[src/rtl/uart_pkg.sv]
// Shared constants for the memory-mapped UART transmitter: register offsets,
// STATUS bit positions, FSM encoding and the reset baud divisor.
package uart_pkg;

   localparam logic [1:0] OFF_TXDATA  = 2'd0;
   localparam logic [1:0] OFF_STATUS  = 2'd1;
   localparam logic [1:0] OFF_DIVISOR = 2'd2;

   localparam int STAT_BUSY    = 0;
   localparam int STAT_FULL    = 1;
   localparam int STAT_OVERRUN = 2;

   localparam logic [1:0] S_IDLE  = 2'd0;
   localparam logic [1:0] S_START = 2'd1;
   localparam logic [1:0] S_DATA  = 2'd2;
   localparam logic [1:0] S_STOP  = 2'd3;

   // 115200 baud from a 50 MHz clock: 434 clocks per bit
   localparam logic [15:0] UART_DEFAULT_DIV = 16'd433;

   typedef struct packed {
      logic [1:0] state;
      logic [2:0] bit_idx;
      logic       full;
      logic       overrun;
   } uart_dbg_t;

endpackage

[src/rtl/uart_baud_gen.sv]
// Bit-period timer: counts DIVISOR..0 and flags the last clock of each bit.
// The count reloads from the live divisor at every bit boundary.
module uart_baud_gen
   import uart_pkg::*;
(
   input  logic        clk,
   input  logic        reset,
   input  logic        restart,
   input  logic [15:0] divisor,
   output logic        bit_done
);

   logic [15:0] cnt;

   assign bit_done = (cnt == 16'd0);

   always_ff @(posedge clk or posedge reset) begin
      if (reset) begin
         cnt <= '0;
      end else if (restart || bit_done) begin
         cnt <= divisor;
      end else begin
         cnt <= cnt - 16'd1;
      end
   end

endmodule

[src/rtl/uart_tx_mmio.sv]
// Memory-mapped 8N1 UART transmitter with a one-byte holding register,
// sticky overrun flag and programmable bit period.
module uart_tx_mmio
   import uart_pkg::*;
#(
   parameter int          DATA_WIDTH  = 32,
   parameter logic [15:0] DEFAULT_DIV = UART_DEFAULT_DIV
) (
   input  logic                  clk,
   input  logic                  reset,
   input  logic                  Select_i,
   input  logic [31:0]           Address_i,
   input  logic [DATA_WIDTH-1:0] WriteData_i,
   input  logic                  MemWrite_i,
   output logic [DATA_WIDTH-1:0] ReadData_o,
   output logic                  tx_o
);

   // Bus handshake: a cycle with Select_i=1 is a transfer that is always accepted
   // (no wait states); writes commit at that rising edge, reads are combinational.
   logic        wr_tx, wr_status, wr_div;
   logic [1:0]  state;
   logic [2:0]  bit_idx;
   logic [7:0]  shifter, holding;
   logic        full, overrun, busy;
   logic [15:0] divisor;
   logic        bit_done, restart, frame_end;
   uart_dbg_t   dbg;
   logic        unused_bits;

   assign wr_tx     = Select_i && MemWrite_i && (Address_i[3:2] == OFF_TXDATA);
   assign wr_status = Select_i && MemWrite_i && (Address_i[3:2] == OFF_STATUS);
   assign wr_div    = Select_i && MemWrite_i && (Address_i[3:2] == OFF_DIVISOR);
   assign busy      = (state != S_IDLE) || full;
   assign restart   = (state == S_IDLE) && wr_tx;
   assign frame_end = (state == S_STOP) && bit_done;
   assign dbg       = {state, bit_idx, full, overrun};
   assign unused_bits = ^{Address_i[31:4], Address_i[1:0], WriteData_i[DATA_WIDTH-1:16], dbg};

   uart_baud_gen u_baud (
      .clk      (clk),
      .reset    (reset),
      .restart  (restart),
      .divisor  (divisor),
      .bit_done (bit_done)
   );

   always_ff @(posedge clk or posedge reset) begin
      if (reset) begin
         state   <= S_IDLE;
         tx_o    <= 1'b1;
         shifter <= '0;
         bit_idx <= '0;
         holding <= '0;
         full    <= 1'b0;
         overrun <= 1'b0;
         divisor <= DEFAULT_DIV;
      end else begin
         if (wr_div) divisor <= WriteData_i[15:0];

         // a write that finds the holding register full is dropped; set beats clear
         if (wr_tx && full) begin
            overrun <= 1'b1;
         end else if (wr_status && WriteData_i[STAT_OVERRUN]) begin
            overrun <= 1'b0;
         end

         // at the stop-bit boundary an incoming byte goes straight to the shifter
         if (wr_tx && !full && (state != S_IDLE) && !frame_end) begin
            holding <= WriteData_i[7:0];
            full    <= 1'b1;
         end

         case (state)
            S_IDLE: begin
               if (wr_tx && !full) begin
                  shifter <= WriteData_i[7:0];
                  tx_o    <= 1'b0;
                  state   <= S_START;
               end
            end
            S_START: begin
               if (bit_done) begin
                  tx_o    <= shifter[0];
                  shifter <= {1'b0, shifter[7:1]};
                  bit_idx <= 3'd0;
                  state   <= S_DATA;
               end
            end
            S_DATA: begin
               if (bit_done) begin
                  if (bit_idx == 3'd7) begin
                     tx_o  <= 1'b1;
                     state <= S_STOP;
                  end else begin
                     tx_o    <= shifter[0];
                     shifter <= {1'b0, shifter[7:1]};
                     bit_idx <= bit_idx + 3'd1;
                  end
               end
            end
            S_STOP: begin
               if (bit_done) begin
                  if (full) begin
                     shifter <= holding;
                     full    <= 1'b0;
                     tx_o    <= 1'b0;
                     state   <= S_START;
                  end else if (wr_tx) begin
                     shifter <= WriteData_i[7:0];
                     tx_o    <= 1'b0;
                     state   <= S_START;
                  end else begin
                     state <= S_IDLE;
                  end
               end
            end
            default: state <= S_IDLE;
         endcase
      end
   end

   always_comb begin
      ReadData_o = '0;
      if (Select_i) begin
         case (Address_i[3:2])
            OFF_STATUS: begin
               ReadData_o[STAT_BUSY]    = busy;
               ReadData_o[STAT_FULL]    = full;
               ReadData_o[STAT_OVERRUN] = overrun;
            end
            OFF_DIVISOR: ReadData_o[15:0] = divisor;
            default: ReadData_o = '0;
         endcase
      end
   end

endmodule

[config.mk]
export PLATFORM = sky130hd
export DESIGN_NAME = uart_tx_mmio
export DESIGN_NICKNAME = d
export VERILOG_FILES = /design/src/rtl/uart_pkg.sv /design/src/rtl/uart_baud_gen.sv /design/src/rtl/uart_tx_mmio.sv
export SDC_FILE = /design/constraint.sdc
export NUM_CORES = 1
export LEC_CHECK = 0
export BUFFER_PORTS_ARGS = -buffer_cell sky130_fd_sc_hd__buf_2
export CAP_MARGIN = 20
export CORE_ASPECT_RATIO = 1.25
export CORE_UTILIZATION = 30
export DETAILED_ROUTE_END_ITERATION = 10
export GPL_TIMING_DRIVEN = 0
export HOLD_SLACK_MARGIN = 0.06
export SYNTH_ARGS = -nofsm -noshare
export SYNTH_HDL_FRONTEND = slang
export SYNTH_SLANG_ARGS = --single-unit
[constraint.sdc]
create_clock -name clk -period 4.1 [get_ports clk]
set_input_delay 0.82 -clock clk [delete_from_list [all_inputs] [get_ports clk]]
set_output_delay 0.82 -clock clk [all_outputs]
set_load 0.03 [all_outputs]
# --- Word level (Yosys, flattened, before mapping) ---
# Index checks and enable logic that the tools add are counted.
word_totals:
  output_inout_bits: 33
  inputBits: 68
  reg_bits: 56
op_classes:
  n_reduce_logical: 25
  n_addsub: 2
  n_eq_ne: 13
  mux: 38
ops:
  columns: ["op", "n"]
  rows:
  - ["8-bit two-way mux", 7]
  - ["16-bit two-way mux", 2]
  - ["8-bit case mux with 4 select lines", 1]
  - ["16-bit logical NOT", 1]
  - ["16-bit by 1-bit subtractor with 16-bit output, second input constant", 1]
  - ["1-bit two-way mux", 15]
  - ["13-bit two-way mux", 1]
  - ["3-bit case mux with 2 select lines", 2]
  - ["1-bit logical AND", 11]
  - ["2-bit two-way mux", 5]
  - ["2-bit != test, second input constant", 5]
  - ["5-bit AND reduction", 2]
  - ["3-bit two-way mux", 3]
  - ["2-bit case mux with 4 select lines", 1]
  - ["2-bit == test, second input constant", 3]
  - ["6-bit AND reduction", 1]
  - ["2-bit nonzero test", 3]
  - ["2-bit by 1-bit == test with 1-bit output, second input constant", 2]
  - ["2-bit logical NOT", 2]
  - ["1-bit case mux with 4 select lines", 1]
  - ["4-bit AND reduction", 1]
  - ["3-bit by 1-bit adder with 3-bit output, second input constant", 1]
  - ["3-bit == test, second input constant", 1]
  - ["3-bit != test, second input constant", 1]
  - ["3 further kinds", 5]

# --- Longest topological paths before layout ---
# Gate-level depths: netlist (run 1).
depth:
  depth_word: 9
  mapped_depth: 8
  depth_no_buf: 6

# --- Modules after synthesis ---
# Synthesis (run 1) repeated with hierarchy kept, for this count alone.
hier_totals:
  hier_cells: 269
  hier_area_um2: 3224.3
modules_own_cells:
  columns: ["mod", "area_each_um2", "cells_per_inst", "seq_area_each_um2", "n_inst"]
  rows:
  - ["uart_tx_mmio", 2234.6, 192, 1008.5, 1]
  - ["uart_baud_gen", 989.7, 77, 400.4, 1]

# --- Worst setup path before layout (run 1) ---
# No wires, ideal clock.
synth_timing:
  path_type: "input-to-output"
  start: "input Address_i[2]"
  end: "output ReadData_o[0]"
  n_path_buf: 1
  path_stages: 5
  t_arrival_ns: 1.896
  t_required_ns: 3.280
  setup_slack_ns: 1.384
  cell_sequence: "inv_1 > ha_1 > clkbuf_1 > nand2_1 > a21oi_1"
synth_between:
  elab_chain_cells: 3
  word_cells_on_any_way: 4
  cone_classes: "eq/ne: 2; mux: 2"
synth_rtl:
  columns: ["element", "line_no", "source"]
  rows:
  - ["start: declaration", "uart_tx_mmio.sv:12", "input logic [31:0] Address_i,"]
  - ["2-bit == test / 2-bit by 1-bit == test with 1-bit output (equally long branches)", "uart_tx_mmio.sv:126", "case (Address_i[3:2])"]
  - ["3-bit case mux with 2 select lines (*)", "uart_tx_mmio.sv:126", null]
  - ["16-bit two-way mux (*)", "uart_tx_mmio.sv:125", "if (Select_i) begin"]
  - ["end: declaration", "uart_tx_mmio.sv:15", "output logic [DATA_WIDTH-1:0] ReadData_o,"]
# Mark *: on every way between the ends. The rest lies on a longest branch, timed or not.

# --- Final worst setup path (run 1) ---
# Ends and elaborated chain as after synthesis.

==> flow_metrics.py, run 1 <==
metrics = {
    "outcome": {
        "status": "completed",
    },
    "worst_setup_path": {
        "cp-endpoint": "ReadData_o[0]",
        "r2r-start": "u_baud.cnt[0]",
        "crit_path_end_kind": "primary output",
        "path_class": "input port to primary output",
        "reg2reg_depth": 8,
        "worst-endpoint-required_ns": 3.28,
        "cp.arrival_ns": 2.15,
        "r2r_slack_ns": 1.71,
        "startpoint": "Address_i[2]",
        "crit_fanout": 10,
        "r2r_end": "u_baud.cnt[9]",
        "crit_path_start_kind": "input port",
    },
    "run": {
        "drv_cap": 0,
    },
    "floorplan": {
        "initial_core_util_pct": 30.70,
        "dieWidth_um": 95.00,
        "row_count": 42,
        "ios": 101,
        "die_h_um": 118.2,
        "coreArea_um2": 10560,
        "die_area_um2": 11230,
    },
    "routing": {
        "ant_nets": 0,
        "dr_total_vias": 2321,
        "wl_um": 6835,
        "drc_errors": 0,
        "drtIter0Drc": 87,
        "drtPass1Iterations": 4,
        "vias_per_cell": 4.876,
        "wl_per_cell_um": 14.36,
    },
    "yosys": {
        "yosysSeqAreaShare_pct": 43.44,
        "ys_ff_latch": 56,
        "netlist_area_um2": 3243,
        "synth_cell_types": 49,
        "yosysTopAreaCellShare_pct": 38.58,
        "syn_inst": 283,
        "yosysWarnings": 0,
        "yosysTopAreaCell": "dfrtp_1",
        "synth_area_leaders": "dfrtp_1, mux2_2, dfstp_2",
        "syn_avg_cell_area_um2": 11.46,
    },
    "timing": {
        "period_share_pct": 72.37,
        "skew_ns": 0.008538,
        "max_freq_mhz": 337.0,
        "setup_viol": 0,
        "slew-limit-headroom_pct": 56.93,
        "slew_violations": 0,
        "setup_tns_ns": 0,
        "worst_pin_slew_ns": 0.6401,
        "fin_crit_ns": 2.967,
        "timing.final.ws_setup_ns": 1.133,
        "grt_setup_unrepaired": "no",
        "hold_viol_final": 0,
        "whs_ns": 0.5131,
    },
    "clock_network": {
        "cts_buffer_depth": 2,
        "post_cts_buffers": 0,
        "clk_latency_ns": 0.30,
        "cts.clk_slew.worst_paths_ns": 0.07,
        "cts_buffers": 5,
        "cts-resized-gates": 0,
        "h-tree-depth": 2,
        "hold_buffers": 0,
        "cts_tree": "done",
        "root_buffer": "clkbuf_16",
        "clkSinkCount": 56,
    },
    "finish": {
        "final-seq-area_um2": 1409,
        "drive_above_1_share_pct": 39.24,
        "layout.nets": 423,
        "nFillCells": 1057,
        "num_antenna_cells": 0,
        "final_common_cell": "dfrtp_1",
        "final_cell_mix": "dfrtp_1, mux2_2, buf_2",
        "multiInputGateArea_um2": 1644,
        "syn_to_final_growth_pct": 18.44,
    },
    "place": {
        "io_buffers": 37,
        "hpwl_um": 5053,
        "pre_cts_ws_ns": 1.181,
        "gp_congestion": 0.7482,
    },
    "grt": {
        "grt_max_degree": 31,
        "antenna_found_initial": 0,
        "grt_overflow": 0,
        "grt_pass1_vias": 2396,
        "grt_pass1_wl_um": 11640,
        "grt_use_total_pct": 13.37,
    },
    "power": {
        "pwr_density_cell_nw_per_um2": 469.6,
        "ir_worst_vdd_v": 0.0003291,
        "p_leak_nw": 1.814,
    },
    "worst_hold_path": {
        "hp-class": "flop to flop",
    },
}
-- how the worst min path moves through the flow --
stage                      end  slack [ns]  cells past startpoint  startpoint
global placement    shifter[5]        0.49                      1  shifter[5]
CTS                 holding[3]        0.52                      1  holding[3]
finish              holding[5]        0.51                      1  holding[5]
floorplan              overrun        0.47                      1     overrun
global route        shifter[2]        0.53                      1  shifter[2]
detailed placement     overrun        0.50                      1     overrun
-- registers in the layout, indices dropped and copies added, names as in the netlist --
name and cells:
bit_idx 3, divisor 16, full 1, holding 8
overrun 1, shifter 8, state 2, tx_o 1
u_baud.cnt 16
-- cell type report --
type                    count  area share, %
clock buffers               5          3.257
clock inverters             3          1.205
plain buffers              31          5.440
flip-flops and latches     56          36.68
repair buffers             38          5.342
multi-input cells         201          42.80
well taps                 132          4.300
inverters                  10         0.9772
-- cell families after synthesis --
group                    Yosys count  share of synthesized area (%)
AO/OA/AOI/OAI                     44                          10.57
XOR/XNOR                          13                          3.511
adder cells (fa/ha/maj)           12                          4.630
buffers and inverters             41                          7.600
flip-flops                        56                          43.44
multiplexers                      50                          17.55
other                              1                         0.1156
AND/OR/NAND/NOR                   66                          12.58
-- Yosys cell counts, drive strengths merged --
master and number:
nor2 6, o211ai 1, a22oi 9, a21boi 1, clkbuf 7, a2bb2oi 2, xnor2 5, dfstp 6
or4 3, nor3b 1, a21oi 5, and4 1, dfrtp 50, conb 1, inv 10, mux2 49
and2b 1, o21ai 11, nor3 4, o221ai 1, and2 1, or3 1, a31oi 1, nand4b 1
nand4 3, mux2i 1, nand3 4, o2bb2ai 7, nor2b 2, or2 3, nor4 7, o41ai 1
and3 14, xor2 8, nor4b 1, nand2 9, a22o 4, buf 24, a32o 1, ha 12
nand2b 3, or4b 1
-- per-stage QoR --
stage	utilization, %	total power [mW]	cell area (µm²)	instances
final	36.37	1.804	3841	476
after global routing	36.37	1.909	3841	476
after CTS	36.37	1.824	3841	476
after detailed placement	34.74	1.315	3670	468
after global placement	34.55	1.295	3650	467
after floorplan	-	1.195	3299	298
-- power breakdown --
part / internal, mW / switching, mW / leakage (nW)
Clock: 0.291 / 0.203 / 0.0804
Sequential: 0.697 / 0.128 / 0.686
Combinational: 0.252 / 0.233 / 1.05
Total: 1.24 / 0.564 / 1.81
-- critical path, stage by stage --
cell and delay, ns:
buf_2 0.11, inv_1 0.07, ha_1 0.29, clkbuf_1 0.34, nand2_1 0.11, a21oi_1 0.17
buf_2 0.23
-- metal layers --
metal  vias to the layer above  global-route usage (%)  share of wire (%)
met5                         -                       0                  0
met4                         0                   6.250                3.4
met3                        14                   2.124                3.4
met2                        59                   23.38                 51
met1                      1135                   15.61                 42
li1                       1113                       -                  -
No activity file was read; power rests on OpenSTA's default activity.
==> run 2, diff against run 1 <==
- clock period: 4.1 -> 2.5 ns (I/O delays scaled with it)
==> flow_metrics.py, run 2 (synthesis results as in run 1) <==
metrics = {
    "place": {
        "gp_congestion": 0.7482,
        "hpwl_um": 5053,
        "pre_cts_ws_ns": 0.06704,
        "placed_cells": 468,
        "placed_area_um2": 3670,
        "io_buffers": 37,
    },
    "clock_network": {
        "clk_latency_ns": 0.30,
        "cts_buffer_depth": 2,
        "h-tree-depth": 2,
        "root_buffer": "clkbuf_16",
        "cts.clk_slew.worst_paths_ns": 0.07,
        "hold_buffers": 0,
        "post_cts_buffers": 0,
        "cts_tree": "done",
        "clkSinkCount": 56,
        "cts_buffers": 5,
    },
    "timing": {
        "skew_ns": 0.007861,
        "grt_setup_unrepaired": "no",
        "fin_crit_ns": 2.327,
        "setup_tns_ns": 0,
        "whs_ns": 0.2707,
        "slew_violations": 0,
        "hold_viol_final": 0,
        "timing.final.ws_setup_ns": 0.1729,
        "slew-limit-headroom_pct": 56.93,
        "max_freq_mhz": 429.7,
        "worst_pin_slew_ns": 0.6401,
        "period_share_pct": 93.09,
        "setup_viol": 0,
    },
    "finish": {
        "drive_above_1_share_pct": 39.53,
        "final_common_cell": "dfrtp_1",
        "nFillCells": 1055,
        "syn_to_final_growth_pct": 18.83,
        "reg_top3": "divisor (16), u_baud.cnt (16)",
        "final-seq-area_um2": 1409,
        "postLayoutCellArea_um2": 3854,
        "multiInputGateArea_um2": 1657,
        "layout.nets": 423,
        "final_core_util_pct": 36.48,
        "final_cells": 476,
        "final_cell_mix": "dfrtp_1, mux2_2, buf_2",
        "num_antenna_cells": 0,
    },
    "routing": {
        "drc_errors": 0,
        "vias_per_cell": 4.895,
        "dr_total_vias": 2330,
        "drtPass1Iterations": 4,
        "ant_nets": 0,
        "wl_um": 6843,
        "drtIter0Drc": 97,
        "wl_per_cell_um": 14.38,
    },
    "worst_setup_path": {
        "crit_path_start_kind": "input port",
        "crit_fanout": 10,
        "worst-path-buf-inv": 4,
        "r2r_slack_ns": 0.22,
        "path_cells": "buf_2 > inv_1 > ha_1 > clkbuf_1 > nand2_1 > a21oi_1 > buf_2",
        "crit_path_end_kind": "primary output",
        "crit_path_max_incr_delay_ns": 0.34,
        "r2r_end": "u_baud.cnt[9]",
        "path_class": "input port to primary output",
        "r2r-start": "u_baud.cnt[0]",
        "cp.arrival_ns": 1.83,
        "cpLargestDelayFamily": "buffers and inverters",
        "critPathMostFrequentCell": "buf_2",
        "slowest_stage": "clkbuf_1",
        "reg2reg_depth": 8,
        "worst-endpoint-required_ns": 2.00,
    },
    "floorplan": {
        "initial_core_util_pct": 30.70,
        "row_count": 42,
        "coreArea_um2": 10560,
        "ios": 101,
        "dieWidth_um": 95.00,
        "die_area_um2": 11230,
        "die_h_um": 118.2,
    },
    "power": {
        "pwr_density_cell_nw_per_um2": 767.7,
        "ir_worst_vdd_v": 0.0005405,
        "total_power_mw": 2.959,
        "p_leak_nw": 1.816,
    },
    "grt": {
        "grt_use_total_pct": 13.37,
        "grt_pass1_wl_um": 11640,
        "grt_max_degree": 31,
        "grt_pass1_vias": 2396,
        "grt_overflow": 0,
        "antenna_found_initial": 0,
    },
    "outcome": {
        "status": "completed",
    },
    "run": {
        "drv_cap": 0,
    },
    "worst_hold_path": {
        "hp-class": "input port to async pin",
    },
}
-- run 2: routing by layer --
metal | track usage [%] | up-vias | wire length (µm)
met3 | 2.124 | 14 | 226
li1 | - | 1114 | -
met1 | 15.61 | 1146 | 2890
met5 | 0 | - | 0
met4 | 6.250 | 0 | 229
met2 | 23.38 | 56 | 3498
-- run 2: final cells by class --
cell class	count	area share [%]
multi-input combinational	201	42.99
clock inverter	3	1.201
sequential	56	36.56
timing repair buffer	38	5.325
inverter	10	0.9740
buffer	31	5.422
tap	132	4.286
clock buffer	5	3.247
-- run 2: how the worst max path moves through the flow --
stage	from	endpoint	slack, ns	depth (start not counted)
floorplan	state[0]	shifter[0]	0.39	6
global placement	reset	holding[0]	-0.15	2
detailed placement	Address_i[2]	u_baud.cnt[9]	0.07	8
CTS	u_baud.cnt[0]	u_baud.cnt[9]	0.11	8
global route	u_baud.cnt[9]	u_baud.cnt[9]	0.05	6
finish	Address_i[2]	ReadData_o[0]	0.17	7
-- run 2: timing repair --
| action | CTS | global route |
|---|---|---|
| setup endpoints to repair | 0 | 17 |
| resized for setup | 0 | 2 |
| hold endpoints to repair | 0 | 0 |
-- run 2: power by group --
group	leakage, nW	internal [mW]	total (mW)	switching (mW)
Sequential	0.686	1.14	1.35	0.211
Clock	0.0804	0.477	0.809	0.332
Combinational	1.05	0.413	0.796	0.382
Total	1.82	2.03	2.96	0.925
